`src/rtl/div_seq.sv`:
```
// Iterative restoring divider (signed/unsigned) for the EXM stage, one quotient bit per cycle.
// Optional DIV_ZERO_FAST_EN: a zero divisor finishes one edge after the load instead of running WIDTH steps.
module div_seq #(
    parameter int WIDTH = 32
) (
    input  logic             clk,
    input  logic             reset,
    input  logic             div,
    input  logic             div_signed,
    input  logic [WIDTH-1:0] x,
    input  logic [WIDTH-1:0] y,
    input  logic             use_mod,
    input  logic             adv,
    output logic [WIDTH-1:0] div_result,
    output logic             div_ok,
    output logic             busy
);

    localparam int CW = $clog2(WIDTH);

    typedef enum logic [1:0] {IDLE, BUSY, DONE} state_t;

    state_t           state, state_nxt;
    logic [CW-1:0]    cnt;
    logic [WIDTH-1:0] quo;       // dividend shifts out the top while quotient bits shift in
    logic [WIDTH-1:0] dvs;
    logic [WIDTH:0]   rem;
    logic [WIDTH-1:0] x_raw;
    logic             sgn, mod, x_neg, y_neg, y_zero;

    logic             load, finish, fast_zero;
    logic [WIDTH:0]   rem_shift, trial, rem_next;
    logic [WIDTH-1:0] quo_next, q_fix, r_fix, final_res, x_abs, y_abs;
    logic             step_ok;

`ifdef DIV_ZERO_FAST_EN
    assign fast_zero = y_zero;
`else
    assign fast_zero = 1'b0;
`endif

    assign x_abs = (div_signed && x[WIDTH-1]) ? -x : x;
    assign y_abs = (div_signed && y[WIDTH-1]) ? -y : y;

    // One restoring step: shift in the next dividend bit, keep the subtraction if it did not borrow.
    assign rem_shift = {rem[WIDTH-1:0], quo[WIDTH-1]};
    assign trial     = rem_shift - {1'b0, dvs};
    assign step_ok   = ~trial[WIDTH];
    assign rem_next  = step_ok ? trial : rem_shift;
    assign quo_next  = {quo[WIDTH-2:0], step_ok};

    assign q_fix     = (sgn && (x_neg ^ y_neg)) ? -quo_next : quo_next;
    assign r_fix     = (sgn && x_neg) ? -rem_next[WIDTH-1:0] : rem_next[WIDTH-1:0];
    assign final_res = y_zero ? (mod ? x_raw : '1) : (mod ? r_fix : q_fix);

    assign busy   = (state == BUSY);
    assign div_ok = ~div | (state == DONE);

    always_ff @(posedge clk or posedge reset) begin
        if (reset) state <= IDLE;
        else       state <= state_nxt;
    end

    // NOTE: every output of this block is given a default first so no path can infer a latch.
    always_comb begin
        state_nxt = state;
        load      = 1'b0;
        finish    = 1'b0;
        if (!div) begin
            state_nxt = IDLE;
        end else begin
            case (state)
                IDLE: begin
                    load      = 1'b1;
                    state_nxt = BUSY;
                end
                BUSY: begin
                    if (cnt == CW'(WIDTH-1) || fast_zero) begin
                        finish    = 1'b1;
                        state_nxt = DONE;
                    end
                end
                DONE: if (adv) state_nxt = IDLE;
                default: state_nxt = IDLE;
            endcase
        end
    end

    // NOTE: sequential state uses non-blocking assignments so every register samples pre-edge values.
    always_ff @(posedge clk or posedge reset) begin
        if (reset) begin
            cnt        <= '0;
            quo        <= '0;
            dvs        <= '0;
            rem        <= '0;
            x_raw      <= '0;
            sgn        <= 1'b0;
            mod        <= 1'b0;
            x_neg      <= 1'b0;
            y_neg      <= 1'b0;
            y_zero     <= 1'b0;
            div_result <= '0;
        end else if (load) begin
            cnt    <= '0;
            quo    <= x_abs;
            dvs    <= y_abs;
            rem    <= '0;
            x_raw  <= x;
            sgn    <= div_signed;
            mod    <= use_mod;
            x_neg  <= div_signed & x[WIDTH-1];
            y_neg  <= div_signed & y[WIDTH-1];
            y_zero <= (y == '0);
        end else if (state == BUSY && div) begin
            cnt <= cnt + 1'b1;
            quo <= quo_next;
            rem <= rem_next;
            if (finish) div_result <= final_res;
        end
    end

endmodule

```
`config.mk`:
```
export PLATFORM = sky130hd
export DESIGN_NAME = div_seq
export DESIGN_NICKNAME = d
export VERILOG_FILES = /design/src/rtl/div_seq.sv
export SDC_FILE = /design/constraint.sdc
export NUM_CORES = 1
export LEC_CHECK = 0
export ABC_AREA = 0
export CAP_MARGIN = 20
export CORE_MARGIN = 2
export CORE_UTILIZATION = 45
export CTS_BUF_LIST = sky130_fd_sc_hd__clkbuf_4 sky130_fd_sc_hd__clkbuf_8 sky130_fd_sc_hd__clkbuf_16
export DETAILED_ROUTE_END_ITERATION = 8
export MAX_ROUTING_LAYER = met4
export PLACE_DENSITY = 0.69
export SLEW_MARGIN = 20
export SYNTH_ARGS = -nofsm -noshare
export SYNTH_HDL_FRONTEND = slang
export SYNTH_SLANG_ARGS = --single-unit
```
`constraint.sdc`:
```
create_clock -name clk -period 7.4 [get_ports clk]
set_input_delay 1.11 -clock clk [delete_from_list [all_inputs] [get_ports clk]]
set_output_delay 1.11 -clock clk [all_outputs]
set_load 0.1 [all_outputs]
```
==> impl_metrics.ini <==
[outcome]
status = completed

[global_routing]
top_usage_layer = met2
grt-ovfl-total = 0
met2_usage_pct = 43.2
antenna_found_initial = 0
grt_use_met3_pct = 2.50
grt_pass1_wl_um = 57600
grt_pass1_vias = 11100
grt_max_degree = 104
track_usage_pct = 25.7
met1_usage_pct = 33.3

[synthesis]
syn_nets = 1703
synth_top_area_share_pct = 34.9
yosysUniqueCellTypes = 68
synth_top_area_cell = dfrtp_1
seq_area_frac_synth_pct = 34.9
netlist_area_um2 = 12300
synth_edf_count = 0
synthCells = 1594
synth_seq_cells = 172
avgSynthCellArea_um2 = 7.74
synth_ff_type = dfrtp_1
async_reset_ff_share_pct = 100
synth_area_leaders = dfrtp_1 (35%), nand2_1 (9.3%), o21ai_0 (7.4%)
ys.warnings.count = 0

[clock_network]
cts_root_buffer = clkbuf_16
clock_latency_ps = 440
h-tree-depth = 4
cts_buffer_depth = 2
cts.sinks = 172
clkSlewWorstSetupHoldPaths_ps = 70
cts_tree = done
post_cts_buffers = 0
cts_resized = 0
hold_buffers = 0
cts_made_buffers = 17

[worst_setup_path]
path_delay_family = compound AO/OA/AOI/OAI gates
path_class = reg -> reg
critPathBufInv = 3
crit_top_cell = o21ai_1
crit_path_cell_trace = inv_1 > ha_1 > fa_1 > nand2b_1 > a21oi_2 > o21ai_1 > o211ai_1 > and3_1 > o21ai_1 > and2_2 > inv_2 > buf_4 > ha_1 > nand3b_1 > nor2_1 > nand2_1 > o41ai_1 > xnor2_1 > nor2_1 > a211oi_1 > a21oi_1 > o21ai_1
crit_path_top_delay_cell = o211ai_1
path_max_fanout = 41
cp_data_arrival_time_ps = 5810
critPathMaxStageDelay_ps = 420
worstPathRequired_ps = 7760
cp-start-kind = flop
end_kind = flop

[job]
maxCapViolations = 0

[detailed_routing]
vias = 11700
avgViaCountPerCell = 5.85
firstDrtPassIters = 6
ant_nets = 0
wl_um = 35300
drc = 0
drtIter0Drc = 834
routedWlPerCell_um = 17.7

[timing]
hold_viol = 0
slew_viol_final = 0
relSlewSlack_pct = 25.8
setup_violations = 0
post-route-period-util_pct = 73.6
finClkSkew_ps = 14.3
rsz0062_at_grt = false
worst_pin_slew_ps = 1110
fmax_ghz = 0.184
tns_ps = 0
fin_crit_ps = 5440

[pwr]
vdd_drop_max_v = 0.000257
p_per_area_nw_per_um2 = 352
p_total_w = 0.00500
power.leakage_nw = 6.04

[placement]
place_congestion = 0.901
hpwlAfterDp_um = 26500
io_buffers = 103

[final_layout]
nets = 1751
layout.area.seq_um2 = 4310
final_common_cell = nand2_1
syn_to_final_growth_pct = 15.1
multi_input_area_um2 = 7480
final_cell_mix = nand2_1 (303), o21ai_0 (182), dfrtp_1 (171), a21oi_1 (134), nor2_1 (121)
fillers = 2540
diodes = 0
layout-drive-gt1-share_pct = 4.23

[floorplan]
die_h_um = 170
rows = 60
die_w_um = 170
io_pins = 104
dieArea_um2 = 28800
initial_core_util_pct = 45.8
core_um2 = 27000

[worst_hold_path]
hold_path.class = reg -> reg
## cell type report
| type | count | area share, % |
|---|---|---|
| multi-input combinational | 1274 | 52.7 |
| sequential | 172 | 30.3 |
| timing repair buffer | 116 | 7.95 |
| clock buffer | 19 | 3.14 |
| tap | 341 | 3.00 |
| inverter | 61 | 1.65 |
| clock inverter | 13 | 1.29 |
## per-stage QoR
step                utilization [%]  std cells  worst slack (ps)  hold WS [ps]  instance area [um^2]
finish                         52.7       1996              1960           474                 14200
global route                   52.7       1996              1500           504                 14200
CTS                            52.7       1996              2050           474                 14200
detailed placement             50.3       1964              2050           456                 13600
global placement               50.3       1964              2290           456                 13600
floorplan                         -       1594              1630           439                 12300
## logic make-up after synthesis
family	synth area share (%)
flops	34.9
compound gates	23.6
fa+ha+maj	4.01
buf+inv	4.71
mux	2.31
xor+xnor	9.65
simple gates	20.8
## worst reg2reg max path: cells and delay by family (launching register included)
family | cells | cell delay [ps]
compound gates | 8 | 1850
xor+xnor | 1 | 170
fa+ha+maj | 3 | 920
buf+inv | 3 | 570
flops | 1 | 390
simple gates | 7 | 1470
## worst paths after layout
check / cells after the start / slack, ps / from / end
max in group asynchronous: 3 / 5090 / reset / state[0]
worst min-delay path: 2 / 470 / x_raw[7] / x_raw[7]
min in group asynchronous: 2 / 1070 / reset / quo[26]
worst max-delay path: 22 / 1960 / quo[31] / div_result[28]
worst min register to register: 2 / 470 / x_raw[7] / x_raw[7]
worst max register to register: 22 / 1960 / quo[31] / div_result[28]
## report_power, final
group	switching (W)	internal, W
combinational	0.00172	0.00104
clock	0.000418	0.000553
sequential	0.000178	0.00109
total	0.00231	0.00269
## cell usage after synthesis (8+ instances only)
cell type,n
nand2b_1,14
buf_2,9
nand2_1,306
clkbuf_1,72
o21ai_0,182
xnor2_1,71
a211oi_1,16
a31oi_1,20
or3_1,25
o31ai_1,20
nand4_1,11
ha_1,38
nor4_1,12
o41ai_1,9
and2_1,9
nand3_1,20
o21a_1,8
xor2_1,65
nor2_1,122
a21o_1,13
mux2i_1,24
and3_1,10
a21oi_1,134
o211ai_1,14
o22ai_1,10
dfrtp_1,172
inv_1,60
nor3_1,27
## layer usage
layer	vias to the layer above	share of wire [%]
met2	366	49
met5	-	0
met4	0	2.3
met1	5544	45
met3	64	4.4
li1	5695	-
## registers in the layout, indices dropped and copies added (netlist names)
name        cells
rem            32
x_neg           1
y_neg           1
state           2
cnt             5
sgn             1
x_raw          32
y_zero          1
quo            32
div_result     32
dvs            32
mod             1
Note: power is estimated with default switching activity, not from simulation.
